## config.mk

```make
export PLATFORM = sky130hd
export DESIGN_NAME = cu_sequencer_flat
export DESIGN_NICKNAME = d
export VERILOG_FILES = /design/src/rtl/cu_sequencer_pkg.sv /design/src/rtl/cu_sequencer_if.sv /design/src/rtl/cu_sequencer_decoder.sv /design/src/rtl/cu_sequencer.sv /design/src/flat_wrapper.sv
export SDC_FILE = /design/constraint.sdc
export NUM_CORES = 1
export LEC_CHECK = 0
export ABC_AREA = 1
export CAP_MARGIN = 20
export CORE_UTILIZATION = 52
export DETAILED_ROUTE_END_ITERATION = 7
export PLACE_DENSITY = 0.95
export SYNTH_ARGS = -nofsm -noshare
export SYNTH_HDL_FRONTEND = slang
export SYNTH_SLANG_ARGS = --single-unit
```

## constraint.sdc

```tcl
create_clock -name clock -period 3.1 [get_ports clock]
set_clock_uncertainty 0.05 [all_clocks]
set_input_delay 0.62 -clock clock [delete_from_list [all_inputs] [get_ports clock]]
set_output_delay 0.62 -clock clock [all_outputs]
set_load 0.05 [all_outputs]
```

## src/rtl/cu_sequencer_pkg.sv

```systemverilog
// Shared types for the TPU control-unit sequencer: opcodes, FSM states,
// instruction layout and the latched operation fields.
package cu_pkg;

  localparam int INSTR_WIDTH = 16;

  typedef enum logic [3:0] {
    OPC_NOP  = 4'd0,
    OPC_ADD  = 4'd1,
    OPC_SUB  = 4'd2,
    OPC_MUL  = 4'd3,
    OPC_DIV  = 4'd4,
    OPC_LOOP = 4'd5,
    OPC_HALT = 4'd15
  } opcode_e;

  typedef enum logic [2:0] {
    ST_IDLE,
    ST_FETCH,
    ST_ISSUE,
    ST_WAIT,
    ST_HALT,
    ST_ERROR
  } state_e;

  typedef enum logic [2:0] {
    CLS_NOP,
    CLS_ALU,
    CLS_LOOP,
    CLS_HALT,
    CLS_ILLEGAL
  } op_class_e;

  typedef struct packed {
    logic [3:0] opcode;
    logic [3:0] dst;
    logic [3:0] src_a;
    logic [3:0] src_b;
  } instr_t;

  typedef struct packed {
    logic [2:0] code;
    logic [3:0] dst;
    logic [3:0] src_a;
    logic [3:0] src_b;
  } op_fields_t;

endpackage

```

## src/rtl/cu_sequencer_if.sv

```systemverilog
// Instruction stream plus lane operation bus between the sequencer (master)
// and the instruction source / FPU lanes (slave).
interface cu_sequencer_if #(
  parameter int DATA_THREADS = 2
);
  import cu_pkg::*;

  logic                    instr_valid;
  logic                    instr_ready;
  logic [INSTR_WIDTH-1:0]  instr;
  logic [DATA_THREADS-1:0] lane_enable;
  logic                    op_valid;
  logic                    op_ready;
  logic [2:0]              op_code;
  logic [3:0]              op_dst;
  logic [3:0]              op_src_a;
  logic [3:0]              op_src_b;
  logic [DATA_THREADS-1:0] op_lane_mask;
  logic [DATA_THREADS-1:0] lane_done;

  modport master (
    input  instr_valid, instr, lane_enable, op_ready, lane_done,
    output instr_ready, op_valid, op_code, op_dst, op_src_a, op_src_b, op_lane_mask
  );

  modport slave (
    output instr_valid, instr, lane_enable, op_ready, lane_done,
    input  instr_ready, op_valid, op_code, op_dst, op_src_a, op_src_b, op_lane_mask
  );

endinterface

```

## src/rtl/cu_sequencer_decoder.sv

```systemverilog
// Combinational instruction decoder: classifies the opcode and splits out
// register fields and the LOOP immediate.
module cu_decoder
  import cu_pkg::*;
(
  input  instr_t     instr,
  output op_class_e  op_class,
  output logic [2:0] alu_code,
  output logic [3:0] dst,
  output logic [3:0] src_a,
  output logic [3:0] src_b,
  output logic [7:0] imm,
  output logic       illegal
);

  always_comb begin
    op_class = CLS_ILLEGAL;
    alu_code = '0;
    dst      = instr.dst;
    src_a    = instr.src_a;
    src_b    = instr.src_b;
    imm      = {instr.src_a, instr.src_b};
    case (instr.opcode)
      OPC_NOP:  op_class = CLS_NOP;
      OPC_ADD, OPC_SUB, OPC_MUL, OPC_DIV: begin
        op_class = CLS_ALU;
        alu_code = instr.opcode[2:0];
      end
      OPC_LOOP: op_class = CLS_LOOP;
      OPC_HALT: op_class = CLS_HALT;
      default:  op_class = CLS_ILLEGAL;
    endcase
    illegal = (op_class == CLS_ILLEGAL);
  end

endmodule

```

## src/rtl/cu_sequencer.sv

```systemverilog
// Instruction sequencer: fetches words, issues ALU ops to the lane array and
// waits for every enabled lane to complete, with hardware repeat and halt.
module cu_sequencer
  import cu_pkg::*;
#(
  parameter int BITNESS      = 32,
  parameter int DATA_THREADS = 2,
  parameter int COUNT_WIDTH  = 16
) (
  input  logic                   clock,
  input  logic                   reset,
  input  logic                   start,
  cu_sequencer_if.master         bus,
  output logic                   busy,
  output logic                   halted,
  output logic                   error,
  output logic [COUNT_WIDTH-1:0] issued_count
);

  // Lane width is only carried for lane sizing; reject nonsense values early.
  if (BITNESS < 1) begin : g_bitness_check
    $error("cu_sequencer: BITNESS must be positive");
  end

  state_e                  state, state_n;
  logic [DATA_THREADS-1:0] pending, pending_n;
  logic [7:0]              repeat_cnt, repeat_n;
  logic [COUNT_WIDTH-1:0]  count_q, count_n;
  op_fields_t              fields_q, fields_n;

  op_class_e  dec_class;
  logic [2:0] dec_code;
  logic [3:0] dec_dst, dec_src_a, dec_src_b;
  logic [7:0] dec_imm;
  logic       dec_illegal;
  logic [DATA_THREADS-1:0] remaining;

  cu_decoder u_decoder (
    .instr    (instr_t'(bus.instr)),
    .op_class (dec_class),
    .alu_code (dec_code),
    .dst      (dec_dst),
    .src_a    (dec_src_a),
    .src_b    (dec_src_b),
    .imm      (dec_imm),
    .illegal  (dec_illegal)
  );

  always_ff @(posedge clock) begin
    if (!reset) begin
      state      <= ST_IDLE;
      pending    <= '0;
      repeat_cnt <= '0;
      count_q    <= '0;
      fields_q   <= '0;
    end else begin
      state      <= state_n;
      pending    <= pending_n;
      repeat_cnt <= repeat_n;
      count_q    <= count_n;
      fields_q   <= fields_n;
    end
  end

  assign remaining = pending & ~bus.lane_done;

  always_comb begin
    state_n   = state;
    pending_n = pending;
    repeat_n  = repeat_cnt;
    count_n   = count_q;
    fields_n  = fields_q;
    case (state)
      ST_IDLE: begin
        if (start) begin
          state_n  = ST_FETCH;
          count_n  = '0;
          repeat_n = '0;
        end
      end
      ST_FETCH: begin
        if (bus.instr_valid) begin
          if (dec_illegal) begin
            state_n = ST_ERROR;
          end else begin
            case (dec_class)
              CLS_NOP:  repeat_n = '0;
              CLS_LOOP: repeat_n = dec_imm;
              CLS_HALT: begin
                state_n  = ST_HALT;
                repeat_n = '0;
              end
              CLS_ALU: begin
                state_n  = ST_ISSUE;
                fields_n = '{code: dec_code, dst: dec_dst, src_a: dec_src_a, src_b: dec_src_b};
              end
              default: state_n = ST_ERROR;
            endcase
          end
        end
      end
      ST_ISSUE: begin
        if (bus.op_ready) begin
          pending_n = bus.lane_enable;
          count_n   = count_q + COUNT_WIDTH'(1);
          state_n   = ST_WAIT;
        end
      end
      ST_WAIT: begin
        // Completions for lanes that are not pending fall out of the mask.
        pending_n = remaining;
        if (remaining == '0) begin
          if (repeat_cnt != 8'd0) begin
            repeat_n = repeat_cnt - 8'd1;
            state_n  = ST_ISSUE;
          end else begin
            state_n = ST_FETCH;
          end
        end
      end
      ST_HALT: begin
        if (start) begin
          state_n = ST_FETCH;
          count_n = '0;
        end
      end
      default: state_n = ST_ERROR;
    endcase
  end

  assign bus.instr_ready  = (state == ST_FETCH);
  assign bus.op_valid     = (state == ST_ISSUE);
  assign bus.op_code      = fields_q.code;
  assign bus.op_dst       = fields_q.dst;
  assign bus.op_src_a     = fields_q.src_a;
  assign bus.op_src_b     = fields_q.src_b;
  assign bus.op_lane_mask = (state == ST_ISSUE) ? bus.lane_enable : '0;
  assign busy             = (state == ST_FETCH) || (state == ST_ISSUE) || (state == ST_WAIT);
  assign halted           = (state == ST_HALT);
  assign error            = (state == ST_ERROR);
  assign issued_count     = count_q;

endmodule

```

## src/flat_wrapper.sv

```systemverilog
// flat-port wrapper written by rule: the top's interface ports become plain ports
module cu_sequencer_flat import cu_pkg::*;
#(
  parameter int BITNESS      = 32,
  parameter int DATA_THREADS = 2,
  parameter int COUNT_WIDTH  = 16
)
  (clock, reset, start, busy, halted, error, issued_count, bus_instr_valid, bus_instr, bus_lane_enable, bus_op_ready, bus_lane_done, bus_instr_ready, bus_op_valid, bus_op_code, bus_op_dst, bus_op_src_a, bus_op_src_b, bus_op_lane_mask);
  cu_sequencer_if #(.DATA_THREADS(DATA_THREADS)) bus_i ();
  input  logic clock;
  input  logic reset;
  input  logic start;
  output logic busy;
  output logic halted;
  output logic error;
  output logic [COUNT_WIDTH-1:0] issued_count;
  input wire logic [$bits(bus_i.instr_valid)-1:0] bus_instr_valid;
  input wire logic [$bits(bus_i.instr)-1:0] bus_instr;
  input wire logic [$bits(bus_i.lane_enable)-1:0] bus_lane_enable;
  input wire logic [$bits(bus_i.op_ready)-1:0] bus_op_ready;
  input wire logic [$bits(bus_i.lane_done)-1:0] bus_lane_done;
  output wire logic [$bits(bus_i.instr_ready)-1:0] bus_instr_ready;
  output wire logic [$bits(bus_i.op_valid)-1:0] bus_op_valid;
  output wire logic [$bits(bus_i.op_code)-1:0] bus_op_code;
  output wire logic [$bits(bus_i.op_dst)-1:0] bus_op_dst;
  output wire logic [$bits(bus_i.op_src_a)-1:0] bus_op_src_a;
  output wire logic [$bits(bus_i.op_src_b)-1:0] bus_op_src_b;
  output wire logic [$bits(bus_i.op_lane_mask)-1:0] bus_op_lane_mask;
  assign bus_i.instr_valid = bus_instr_valid;
  assign bus_i.instr = bus_instr;
  assign bus_i.lane_enable = bus_lane_enable;
  assign bus_i.op_ready = bus_op_ready;
  assign bus_i.lane_done = bus_lane_done;
  assign bus_instr_ready = bus_i.instr_ready;
  assign bus_op_valid = bus_i.op_valid;
  assign bus_op_code = bus_i.op_code;
  assign bus_op_dst = bus_i.op_dst;
  assign bus_op_src_a = bus_i.op_src_a;
  assign bus_op_src_b = bus_i.op_src_b;
  assign bus_op_lane_mask = bus_i.op_lane_mask;
  cu_sequencer #(.BITNESS(BITNESS), .DATA_THREADS(DATA_THREADS), .COUNT_WIDTH(COUNT_WIDTH)) u_core (.clock(clock), .reset(reset), .start(start), .bus(bus_i), .busy(busy), .halted(halted), .error(error), .issued_count(issued_count));
endmodule
```

==> results.yml <==
outcome:
  outcome: "complete, no violations"
sta:
  finalHoldViolations: 0
  setup_viol_count_final: 0
  final.period_utilization_pct: 90.0
  rsz0062_at_grt: "no"
  maxSlewViolCount: 0
  tns_ns: 0
  slew_headroom_pct: 53.7
  min_period_ns: 2.79
  fmaxAchievable_mhz: 358
  worstMarginPinSlew_ns: 0.693
synth:
  ys_seq_elements: 44
  yosys-top-cells-area: "dfxtp_1, nor2_1, nand2_1"
  yosysMostFrequentCell: "nor2_1"
  synth_area_mm2: 0.00241
  async_reset_ff_share_pct: 0
  synth-edff-count: 0
  synthFlopType: "dfxtp_1"
  synth_cell_types: 27
  synth.avg_cell_area_um2: 6.19
  synth_top_cell_area_share_pct: 36.5
  syn-num-nets: 418
  yosysTopAreaCell: "dfxtp_1"
  yosysWarnings: 0
  synth_common_cells: "nor2_1, nand2_1, dfxtp_1, inv_1, o21ai_0"
  ys_seq_area_share_pct: 36.5
  synth_cells: 390
route:
  vias: 2602
  ant_nets: 0
  drt_iter0_markers: 168
  vias_per_cell: 5.15
  wl_per_cell_um: 11.8
  first_pass_iters: 7
  drc: 0
  routed_wirelength_mm: 5.98
clock_tree:
  clk_latency_ns: 0.30
  cts_root_buffer: "clkbuf_8"
  clk_pin_slew_ns: 0.09
  clock_path_buffers: 2
  ctsHoldBuffers: 0
  cts_setup_buffers: 0
  cts_resized: 0
  clock-sinks: 44
  htree_levels: 2
  cts_buffers: 5
  cts_tree: "yes"
layout:
  fillCellCount: 363
  seqCellArea_um2: 881
  fin_area_mm2: 0.00315
  syn_to_final_growth_pct: 30.6
  layoutNonFillerInstCount: 505
  postLayoutCoreUtil_pct: 71.4
  final_nets: 480
  diodes: 0
  post_route_cells_drive_above_1_share_pct: 5.96
  multi_input_area_mm2: 0.00129
pwr:
  p_int_w: 0.00124
  power.switching_w: 0.00102
  p_comb_share_pct: 49.5
  power.total_w: 0.00225
  seq_power_share_pct: 31.2
  pwr_density_cell_mw_per_mm2: 715
  max-vdd-ir-drop_mv: 0.515
  p_clk_share_pct: 19.4
  p_sw_share_pct: 45.2
  p_leak_nw: 1.34
floorplan:
  ios: 63
  dieHeight_um: 70.1
  num_rows: 24
  start_util_pct: 54.6
  core_area_mm2: 0.00441
  dieArea_mm2: 0.00492
  die_w_um: 70.1
place:
  dp_hpwl_mm: 4.51
  place_congestion: 0.870
  port_buffers: 62
  place_area_mm2: 0.00304
  dp_cells: 497
setup_path:
  crit_required_ns: 2.43
  critPathKind: "flip-flop to output pin"
  rr_startpoint: "u_core.state[1]"
  rrSetupSlack_ns: 1.04
  end_kind: "output pin"
  crit_path_start: "u_core.state[1]"
  path_max_fanout: 5
  crit_path_start_kind: "flip-flop"
  arrival_ns: 2.12
run:
  cap_violations: 0
global_routing:
  grt.total_usage_pct: 25.1
  grt_pass1_wl_mm: 10.2
  antenna_found_initial: 0
  overflow: 0
  grt_max_degree: 17
  grt_pass1_vias: 2377
min_path:
  min_from: "u_core.bus.op_code[0]"
  min_path_type: "flip-flop to flip-flop"
## worst max-delay path: stages, from the launching register on
cell and delay [ns]:
dfxtp_1 0.47, inv_2 0.10, nor2_2 0.14, nand2_1 0.16, nor2_1 0.13, clkdlybuf4s50_1 0.82
## cell families (layout without fill, tap and decap cells)
family                   count (synthesis)  after routing  share of synthesized area, %
AND/OR/NAND/NOR                        233            233                          39.5
flip-flops                              44             44                          36.5
XOR/XNOR                                 2              2                         0.726
adder cells (fa/ha/maj)                  3              3                          1.56
AO/OA/AOI/OAI                           53             53                          11.7
buffers and inverters                   55            118                          9.96
## per-stage QoR
step | hold slack [ns] | setup WS (ns)
2_1_floorplan | 0.395 | 1.06
3_3_place_gp | 0.408 | 0.430
3_5_place_dp | 0.418 | 0.369
4_1_cts | 0.432 | 0.327
5_1_grt | 0.461 | 0.206
6_report | 0.430 | 0.310
## power groups by stage
stage          logic (W)  clock network [W]  registers, W
2_1_floorplan   0.000822                  0      0.000748
3_3_place_gp     0.00106                  0      0.000709
3_5_place_dp     0.00110                  0      0.000710
4_1_cts          0.00111           0.000434      0.000700
5_1_grt          0.00123           0.000459      0.000712
6_report         0.00111           0.000437      0.000702
## sequential cells by signal, summed over array words and instances (netlist names)
signal / flops
u_core.bus.op_src_a: 4
u_core.bus.op_dst: 4
u_core.state: 3
u_core.pending: 2
u_core.bus.op_src_b: 4
u_core.bus.op_code: 3
u_core.issued_count: 16
u_core.repeat_cnt: 8
## layer usage
layer  vias up  global-route usage, %  wire length, um
met4         0                   7.78              109
met2        80                   42.1             2850
met5         -                      0                0
met3        12                   5.19              266
li1       1336                      -                -
met1      1174                   32.4             2760
## cell usage in the layout (no fill, tap or decap), types with 2 or more instances in the layout
cell	instances
ha_1	3
clkdlybuf4s50_1	61
buf_4	3
o21ai_0	29
nor2_4	2
nand2_2	3
a21oi_1	15
inv_1	41
nor3_1	2
dfxtp_1	44
nand2_1	96
nand3_1	16
nor2_2	6
nand4_1	6
o21ai_1	2
nor2_1	101
clkbuf_8	5
inv_2	5
o211ai_1	3
## worst paths after layout
path                                end  cells past startpoint
setup / recovery    bus_op_lane_mask[1]                      5
hold / removal    u_core.bus.op_code[0]                      2
setup reg to reg   u_core.repeat_cnt[6]                      9
hold reg to reg   u_core.bus.op_code[0]                      2
## layout make-up
cell class                      count  share of cell area (%)
Clock buffer                        6                    2.30
Clock inverter                      2                    1.11
Inverter                           46                    5.48
Multi-Input combinational cell    291                    41.0
Sequential cell                    44                    28.0
Tap cell                           52                    2.07
Timing Repair Buffer               64                    20.1
Note: power is estimated with default switching activity, not from simulation.
